<file path="src/rtl/cu_pkg.sv">
// cu_pkg: shared definitions for the accumulator-machine control unit.
// Holds the opcode field values, the accumulator source-select codes, the
// controller state enumeration and the opcode-to-execute-state decode.
package cu_pkg;

   localparam int PC_W = 5;

   // Instruction opcodes, IR[7:5]
   localparam logic [2:0] OP_LOAD  = 3'b000;
   localparam logic [2:0] OP_STORE = 3'b001;
   localparam logic [2:0] OP_ADD   = 3'b010;
   localparam logic [2:0] OP_SUB   = 3'b011;
   localparam logic [2:0] OP_INPUT = 3'b100;
   localparam logic [2:0] OP_JZ    = 3'b101;
   localparam logic [2:0] OP_JPOS  = 3'b110;
   localparam logic [2:0] OP_HALT  = 3'b111;

   // Accumulator source select
   localparam logic [1:0] ASEL_ADDER = 2'b00;
   localparam logic [1:0] ASEL_INPUT = 2'b01;
   localparam logic [1:0] ASEL_MEM   = 2'b10;
   localparam logic [1:0] ASEL_GND   = 2'b11;

   typedef enum logic [3:0] {
      S_INIT,
      S_FETCH,
      S_DECODE,
      S_LOAD,
      S_STORE,
      S_ADD,
      S_SUB,
      S_INPUT,
      S_JZ,
      S_JPOS,
      S_HALT
   } state_t;

   // Map an opcode to the execute state that carries it out
   function automatic state_t decode_op(input logic [2:0] op);
      state_t s;
      case (op)
         OP_LOAD:  s = S_LOAD;
         OP_STORE: s = S_STORE;
         OP_ADD:   s = S_ADD;
         OP_SUB:   s = S_SUB;
         OP_INPUT: s = S_INPUT;
         OP_JZ:    s = S_JZ;
         OP_JPOS:  s = S_JPOS;
         default:  s = S_HALT;
      endcase
      return s;
   endfunction

endpackage

</file>
<file path="src/rtl/program_counter.sv">
// program_counter: 5-bit program counter with synchronous reset,
// parallel load and increment. Load wins over increment; the increment
// wraps from 31 back to 0.
module program_counter
   import cu_pkg::*;
(
   input  logic            clk,
   input  logic            reset,
   input  logic            inc,
   input  logic            load,
   input  logic [PC_W-1:0] d,
   output logic [PC_W-1:0] q
);

   // Counter register: reset, then load, then increment
   always_ff @(posedge clk) begin
      if (reset)
         q <= '0;
      else if (load)
         q <= d;
      else if (inc)
         q <= q + 1'b1;
   end

endmodule

</file>
<file path="src/rtl/control_unit.sv">
// control_unit: FETCH/DECODE/EXECUTE sequencer for a small accumulator
// machine with a 32-word RAM. Each instruction takes FETCH, DECODE and one
// execute cycle; INPUT waits in its execute state until enter is seen.
// Control outputs are decoded from the state (loadA in INPUT also follows
// enter) and are forced to the INIT pattern while reset is high, so a
// reset landing on a STORE cycle never produces a write.
// Optional build macro: HALT_RESUME_EN -- when defined, enter=1 in HALT
// resumes fetching at the current PC; otherwise HALT is left only by reset.
module control_unit
   import cu_pkg::*;
(
   input  logic       clk,
   input  logic       reset,
   input  logic       enter,
   input  logic       Aeq0,
   input  logic       Apos,
   input  logic [7:0] mem_data,
   output logic [4:0] mem_addr,
   output logic       mem_wr,
   output logic [7:0] ir_out,
   output logic [1:0] Asel,
   output logic       loadA,
   output logic       clearA,
   output logic       sub,
   output logic       halt
);

   state_t          state;
   logic [7:0]      ir;
   logic [PC_W-1:0] pc;
   logic            pc_inc;
   logic            pc_load;
   logic [PC_W-1:0] pc_d;

   program_counter u_pc (
      .clk   (clk),
      .reset (reset),
      .inc   (pc_inc),
      .load  (pc_load),
      .d     (pc_d),
      .q     (pc)
   );

   // PC control: clear in INIT, step in FETCH, conditional jump in JZ/JPOS
   always_comb begin
      pc_inc  = 1'b0;
      pc_load = 1'b0;
      pc_d    = ir[4:0];
      case (state)
         S_INIT: begin
            pc_load = 1'b1;
            pc_d    = '0;
         end
         S_FETCH: pc_inc  = 1'b1;
         S_JZ:    pc_load = Aeq0;
         S_JPOS:  pc_load = Apos;
         default: ;
      endcase
   end

   // Sequencer state and instruction register
   always_ff @(posedge clk) begin
      if (reset) begin
         state <= S_INIT;
         ir    <= '0;
      end else begin
         case (state)
            S_INIT:   state <= S_FETCH;
            S_FETCH: begin
               ir    <= mem_data;
               state <= S_DECODE;
            end
            S_DECODE: state <= decode_op(ir[7:5]);
            S_INPUT: begin
               if (enter)
                  state <= S_FETCH;
            end
            S_HALT: begin
`ifdef HALT_RESUME_EN
               if (enter)
                  state <= S_FETCH;
`else
               state <= S_HALT;
`endif
            end
            S_LOAD, S_STORE, S_ADD, S_SUB, S_JZ, S_JPOS:
               state <= S_FETCH;
            default:  state <= S_INIT;
         endcase
      end
   end

   // Control outputs decoded from the state, overridden while reset is high
   always_comb begin
      mem_addr = '0;
      mem_wr   = 1'b0;
      Asel     = ASEL_ADDER;
      loadA    = 1'b0;
      clearA   = 1'b0;
      sub      = 1'b0;
      halt     = 1'b0;
      if (reset) begin
         clearA = 1'b1;
      end else begin
         case (state)
            S_INIT:   clearA = 1'b1;
            S_FETCH:  mem_addr = pc;
            S_DECODE: mem_addr = ir[4:0];
            S_LOAD: begin
               mem_addr = ir[4:0];
               Asel     = ASEL_MEM;
               loadA    = 1'b1;
            end
            S_STORE: begin
               mem_addr = ir[4:0];
               mem_wr   = 1'b1;
            end
            S_ADD: begin
               mem_addr = ir[4:0];
               loadA    = 1'b1;
            end
            S_SUB: begin
               mem_addr = ir[4:0];
               sub      = 1'b1;
               loadA    = 1'b1;
            end
            S_INPUT: begin
               mem_addr = ir[4:0];
               Asel     = ASEL_INPUT;
               loadA    = enter;
            end
            S_JZ, S_JPOS: mem_addr = ir[4:0];
            S_HALT: begin
               mem_addr = ir[4:0];
               halt     = 1'b1;
            end
            default: clearA = 1'b1;
         endcase
      end
   end

   // IR is visible except while reset or INIT is presenting the cleared state
   always_comb begin
      ir_out = ir;
      if (reset || state == S_INIT)
         ir_out = '0;
   end

endmodule

</file>
<file path="config.mk">
export PLATFORM = sky130hd
export DESIGN_NAME = control_unit
export DESIGN_NICKNAME = d
export VERILOG_FILES = /design/src/rtl/cu_pkg.sv /design/src/rtl/program_counter.sv /design/src/rtl/control_unit.sv
export SDC_FILE = /design/constraint.sdc
export NUM_CORES = 1
export LEC_CHECK = 0
export ABC_AREA = 1
export BUFFER_PORTS_ARGS = -buffer_cell sky130_fd_sc_hd__buf_2
export CAP_MARGIN = 20
export CORE_MARGIN = 5
export CORE_UTILIZATION = 54
export DETAILED_ROUTE_END_ITERATION = 6
export PLACE_DENSITY = 0.83
export RECOVER_POWER = 25
export SYNTH_ARGS = -nofsm -noshare
export SYNTH_HDL_FRONTEND = slang
export SYNTH_SLANG_ARGS = --single-unit
</file>
<file path="constraint.sdc">
create_clock -name clk -period 2.75 [get_ports clk]
set_input_delay 0.275 -clock clk [delete_from_list [all_inputs] [get_ports clk]]
set_output_delay 0.275 -clock clk [all_outputs]
set_load 0.05 [all_outputs]
</file>
==> results of run 1 <==
[critical path, delay by kind of cell (launching register included)]
| kind | cells | cell delay (ns) |
|---|---|---|
| simple gates | 2 | 0.62 |
| compound gates | 2 | 0.32 |
| flops | 1 | 0.35 |
| buf+inv | 2 | 0.43 |
[Yosys cell counts]
library cell	count
buf_6	1
o21ai_0	14
nand2_4	1
nand3_1	4
o32ai_1	1
xnor2_1	1
o21ai_1	1
inv_2	1
ha_1	1
nor2_1	39
nor2_2	2
o21ai_2	1
dfxtp_1	17
a31oi_1	1
nor2_8	1
clkbuf_1	2
nand2_2	2
xor2_1	2
nor2_4	1
inv_4	1
o211ai_1	1
nand3_2	4
nor3_1	2
inv_1	19
a21oi_1	19
nand2_1	29
[cells by family (layout without fill, tap and decap cells)]
logic type                 after synthesis  in the layout  share of synthesized area
DFF                                     17             17                      0.317
xor gates and xnor gates                 3              3                     0.0245
AOI/OAI and AO/OA                       38             38                      0.188
and+or+nand+nor                         85             85                      0.366
buffers and inverters                   24             57                     0.0932
adders and majority gates                1              1                     0.0117
[worst max-delay path by stage]
stage	slack, ns	end	cells after the start
2_1_floorplan	0.52	clearA	6
3_3_place_gp	1.03	loadA	5
3_5_place_dp	0.99	loadA	5
4_1_cts	0.67	clearA	7
5_1_grt	0.25	clearA	6
6_report	0.46	clearA	6
[per-layer routing]
metal  share of wire  track usage  up-vias
li1                -            -      601
met1            0.45        0.248      496
met2            0.48        0.356       35
met3           0.055       0.0245        4
met4           0.012       0.0664        0
met5               0            0        -
[registers in the layout, summed over array words and instances, names as in the netlist]
register,cells
ir,8
state,4
u_pc.q,5
[power by group]
group	internal, mW	leakage [nW]	switching (mW)
clock network	0.0541	0.0177	0.0831
logic	0.185	0.467	0.465
registers	0.328	0.140	0.0751
[layout make-up]
cell class / instances / area (um2)
fillers: 203 / 654
multi-input cells: 127 / 626
flip-flops and latches: 17 / 340
repair buffers: 32 / 160
inverters: 21 / 80.1
well taps: 27 / 33.8
clock buffers: 3 / 22.5
clock inverters: 1 / 5.00
[through the flow]
stage | power [mW] | cell area [um2] | util
6_report | 1.19 | 1270 | 0.660
5_1_grt | 1.29 | 1270 | 0.660
4_1_cts | 1.20 | 1280 | 0.664
3_5_place_dp | 1.06 | 1250 | 0.650
3_3_place_gp | 1.04 | 1250 | 0.650
2_1_floorplan | 0.929 | 1070 | -
==> out/qor.yml, run 1 <==
grt_first_pass_wirelength_um: 4440
fin_crit_sh: 0.833
critPathSlowestCell: "nor2_1"
timing.fmax_ghz: 0.436
insertion_delay_ns: 0.29
nNetsFinal: 216
min_path_type: "in -> reg"
grt_max_degree: 19
grt_pass1_vias: 1057
power.density_mw_per_mm2: 939
track_usage: 0.201
mostFrequentLayoutCells: "40 x nor2_1, 32 x buf_2, 29 x nand2_1, 19 x inv_1, 19 x a21oi_1"
antenna_found_initial: 0
synth-warning-count: 0
layout-drive-gt1-share: 0.244
hpwl_um: 2030
syn_area_per_cell_um2: 6.39
crit_path_cell_trace: "nor2_1, nand2_4, o21ai_0, inv_1, o21ai_0, buf_2"
crit_type: "reg -> out"
synth_top_area_frac: 0.317
layout_commonest_cell: "nor2_1"
initial_utilization: 0.559
status: "finished clean"
setup_viol: 0
slowest_delay_ns: 0.47
area_growth_pct: 18.1
die_area_mm2: 0.00298
worst_pin_slew_ns: 0.579
arrival_ns: 2.02
die_x_um: 54.6
first_pass_iters: 4
routed_wl_um: 2600
yosys-top-cells-area: "dfxtp_1 32%, nor2_1 14%, nand2_1 10%"
core-area_mm2: 0.00192
syn_nets: 182
hold_buffers: 0
cts_max_level: 1
drc: 0
hold_depth: 3
final.setup.tns_ns: 0
slew_violations: 0
rows: 16
hold_start: "mem_data[0]"
cts-resized-gates: 0
worstSetupStartpointType: "register"
ff2ff_path_depth: 6
maxCapViolations: 0
p_leak_nw: 0.624
ant_nets: 0
cts_buffers: 3
cts-root-buf: "clkbuf_4"
fin_skew_ns: 0.00124
overflow: 0
r2r_slack_ns: 0.56
cp_data_required_time_ns: 2.48
holdWs_ns: 0.247
cp-end-kind: "output port"
hold_viol: 0
holdPathEnd: "ir[0]"
cts.path.max_buffers: 2
r2r_start: "state[3]"
pin_count: 33
stdcell_count: 228
cts.sinks: 17
yosysTopAreaCell: "dfxtp_1"
crit_path_frequent_cell: "o21ai_0"
vias: 1136
crit_start: "state[3]"
postCtsSetupBuffers: 0
synth_cell_type_count: 26
fin_crit_ns: 2.29
drt_first_iter_violations: 28
setup_slack_ns: 0.459
rsz0062_at_grt: "no"
place_congestion: 0.866
dp_cells: 224
avgRoutedWirePerCell_um: 11.4
worstReg2RegEnd: "ir[4]"
n_antenna_cell: 0
syn_inst: 168
synth_seq_area_share: 0.317
viasPerCell: 4.98
portBuffers: 32
max_slew_margin: 0.612
cts_tree: "done"
cp_max_fo: 8
ir_drop_mv: 0.463
cts.reportedPaths.clkPinSlew_ns: 0.10
die_y_um: 54.6
ys_ff_latch: 17
dp_slack_ns: 0.985
netlist_area_mm2: 0.00107
Power figures use the tool's default switching activity.
==> run 2: changes to the inputs <==
Settings changed: ABC_AREA 1 to 0, CORE_UTILIZATION 54 to 46, PLACE_DENSITY 0.83 to 0.75.
Clock period 2.75 ns to 2 ns, I/O delays scaled along.
==> run 2 against run 1 <==
Net effect:
- register-to-register slack lost 0.21 ns
- setup slack lost 0.40 ns
- core utilization fell by 6.8 points
- largest cell class unchanged
- largest power group is now registers
- critical path type unchanged
- sequential share of layout area fell by 2.6 points
- first-iteration DRC count grew 86%
- power is 24% lower
- clock power rose by 39%
==> out/qor.yml, run 2 <==
routed_wl_um: 3080  # was 2600 um
critPathSlowestCell: "dfxtp_4"  # was nor2_1
crit_type: "reg -> out"  # unchanged
first_pass_iters: 4  # unchanged
postCtsSetupBuffers: 0  # unchanged
antenna_found_initial: 0  # unchanged
crit_path_frequent_cell: "buf_6"  # was o21ai_0
largest_reg_flops: 8  # unchanged
cts_buffers: 3  # unchanged
synth_cell_type_count: 40  # was 26
r2r_start: "state[3]"  # unchanged
syn_inst: 138  # was 168
initial_utilization: 0.467  # was 0.559
netlist_area_mm2: 0.00113  # was 0.00107 mm2
dp_slack_ns: 0.235  # was 0.985 ns
hpwl_um: 2290  # was 2030 um
syn_nets: 152  # was 182
yosysTopAreaCell: "dfxtp_1"  # unchanged
core-area_mm2: 0.00241  # was 0.00192 mm2
cts-root-buf: "clkbuf_4"  # unchanged
cts.path.max_buffers: 2  # unchanged
final.setup.tns_ns: 0  # unchanged
die_x_um: 59.5  # was 54.6 um
top_register: "ir"  # unchanged
synth_edf_count: 0  # unchanged
synth_common_cells: "22 x nand2_1, 17 x dfxtp_1, 16 x a21oi_1"  # was 39 x nor2_1, 29 x nand2_1, 19 x a21oi_1, 19 x inv_1, 17 x dfxtp_1
r2r_slack_ns: 0.35  # was 0.56 ns
cts_tree: "done"  # unchanged
arrival_ns: 1.74  # was 2.02 ns
layout_commonest_cell: "buf_2"  # was nor2_1
drc: 0  # unchanged
dp_cells: 197  # was 224
ant_nets: 0  # unchanged
die_area_mm2: 0.00354  # was 0.00298 mm2
fin_crit_ns: 1.94
avgRoutedWirePerCell_um: 15.3  # was 11.4 um
grt_max_degree: 16  # was 19
cts.sinks: 17  # unchanged
max_slew_margin: 0.543  # was 0.612
cp_data_required_time_ns: 1.80  # was 2.48 ns
viasPerCell: 5.82  # was 4.98
yosysMostFrequentCell: "nand2_1"  # was nor2_1
grt_first_pass_wirelength_um: 4940  # was 4440 um
worstSetupStartpointType: "register"  # unchanged
worstReg2RegEnd: "u_pc.q[3]"  # was ir[4]
yosys-top-cells-area: "dfxtp_1 30%, nand2_1 7.3%, a21oi_1 7.1%"  # was dfxtp_1 32%, nor2_1 14%, nand2_1 10%
portBuffers: 32  # unchanged
area_growth_pct: 26.7  # was 18.1%
slowest_delay_ns: 0.40  # was 0.47 ns
drt_first_iter_violations: 52  # was 28
layout-drive-gt1-share: 0.380  # was 0.244
die_y_um: 59.5  # was 54.6 um
ir_drop_mv: 0.479  # was 0.463 mV
synthFlopType: "dfxtp_1"  # unchanged
track_usage: 0.180  # was 0.201
min_path_type: "in -> reg"  # unchanged
status: "finished clean"  # unchanged
cts_max_level: 1  # unchanged
rsz0062_at_grt: "yes"  # was no
crit_path_cell_trace: "buf_6, a21o_1, a211oi_2, buf_4, a22o_1, buf_6"  # was nor2_1, nand2_4, o21ai_0, inv_1, o21ai_0, buf_2
fillers: 223  # was 203
synthArstFlopShare: 0  # unchanged
hold_viol: 0  # unchanged
ff2ff_path_depth: 4  # was 6
fin_crit_sh: 0.970
holdPathEnd: "ir[1]"  # was ir[0]
cp_max_fo: 14  # was 8
nNetsFinal: 186  # was 216
pin_count: 33  # unchanged
insertion_delay_ns: 0.30  # was 0.29 ns
hold_buffers: 0  # unchanged
synth_seq_area_share: 0.302  # was 0.317
reg_top3: "ir (8), u_pc.q (5), state (4)"  # unchanged
p_leak_nw: 0.629  # was 0.624 nW
hold_depth: 3  # unchanged
setup_viol: 0  # unchanged
setup_slack_ns: 0.0603  # was 0.459 ns
grt_pass1_vias: 1074  # was 1057
synth-warning-count: 0  # unchanged
maxCapViolations: 0  # unchanged
vias: 1169  # was 1136
place_congestion: 0.901  # was 0.866
syn_area_per_cell_um2: 8.16  # was 6.39 um2
post-route-util: 0.592  # was 0.660
synth_top_area_frac: 0.302  # was 0.317
ys_ff_latch: 17  # unchanged
cp-end-kind: "output port"  # unchanged
hold_start: "mem_data[1]"  # was mem_data[0]
overflow: 0  # unchanged
stdcell_count: 201  # was 228
mostFrequentLayoutCells: "26 x buf_2, 22 x nand2_1, 16 x a21oi_1, 14 x dfxtp_1, 10 x buf_4"  # was 40 x nor2_1, 32 x buf_2, 29 x nand2_1, 19 x inv_1, 19 x a21oi_1
power.density_mw_per_mm2: 631  # was 939 mW/mm2
timing.fmax_ghz: 0.516
rows: 18  # was 16
worst_pin_slew_ns: 0.676  # was 0.579 ns
slew_violations: 0  # unchanged
n_antenna_cell: 0  # unchanged
cts.reportedPaths.clkPinSlew_ns: 0.11  # was 0.10 ns
fin_skew_ns: 0.00951  # was 0.00124 ns
==> run 2: cell types whose count changed after synthesis, sizes merged, moves of 4 or more <==
| cell | before | now |
|---|---|---|
| a211oi | 0 | 4 |
| a22o | 0 | 5 |
| and3 | 0 | 9 |
| buf | 1 | 8 |
| inv | 21 | 1 |
| nand2 | 32 | 22 |
| nand3 | 8 | 2 |
| nor2 | 43 | 5 |
| nor4b | 0 | 5 |
| o21ai | 16 | 3 |
==> run 2: final cells by class <==
class | count | area, um2 | area share
Clock buffer | 3 | 22.5 | 0.0158
Clock inverter | 1 | 5.00 | 0.00351
Inverter | 1 | 3.75 | 0.00263
Multi-Input combinational cell | 108 | 749 | 0.525
Sequential cell | 17 | 347 | 0.243
Tap cell | 30 | 37.5 | 0.0263
Timing Repair Buffer | 41 | 262 | 0.183
==> run 2: worst max-delay path by stage <==
stage,start,endpoint,slack [ns],cells after the start
detailed placement,state[0],mem_addr[1],0.24,4
CTS,state[1],halt,0.004,4
global route,state[2],mem_addr[1],-0.007,6
floorplan,state[0],loadA,0.15,4
finish,state[2],mem_addr[1],0.06,6
global placement,state[0],mem_addr[0],0.27,4
==> run 2: power by group <==
group | leakage, nW | switching, mW | internal [mW]
combinational | 0.471 | 0.182 | 0.124
sequential | 0.140 | 0.0380 | 0.366
clock | 0.0177 | 0.116 | 0.0746
==> run 2: layer usage <==
layer  vias to the layer above  track usage  share of wire
met3                         4       0.0479          0.070
met2                        48        0.309           0.51
met4                         0       0.0291         0.0045
li1                        573            -              -
met1                       544        0.226           0.42
met5                         -            0              0
==> run 2: cell families after synthesis <==
kind of cell	share of synthesized area
and+or+nand+nor	0.360
AOI/OAI and AO/OA	0.220
DFF	0.302
buffers and inverters	0.0644
xor gates and xnor gates	0.0233
muxes	0.0189
adders and majority gates	0.0111
==> run 2: metrics by stage <==
| stage | power, mW | cell area, um2 | hold slack (ns) |
|---|---|---|---|
| finish | 0.900 | 1430 | 0.139 |
| global route | 0.947 | 1430 | 0.122 |
| CTS | 0.895 | 1390 | 0.127 |
| detailed placement | 0.700 | 1340 | 0.450 |
| global placement | 0.691 | 1340 | 0.442 |
| floorplan | 0.620 | 1140 | 0.336 |
==> run 2: what timing repair did <==
action / in CTS / in global routing
setup endpoints to repair: 7 / 9
gates resized for setup: 8 / 11
pin swaps: 0 / 0
==> run 2: critical path: cells and delay by family (launching register included) <==
kind | cells | cell delay (ns)
DFF | 1 | 0.40
buffers and inverters | 3 | 0.48
AOI/OAI and AO/OA | 3 | 0.56
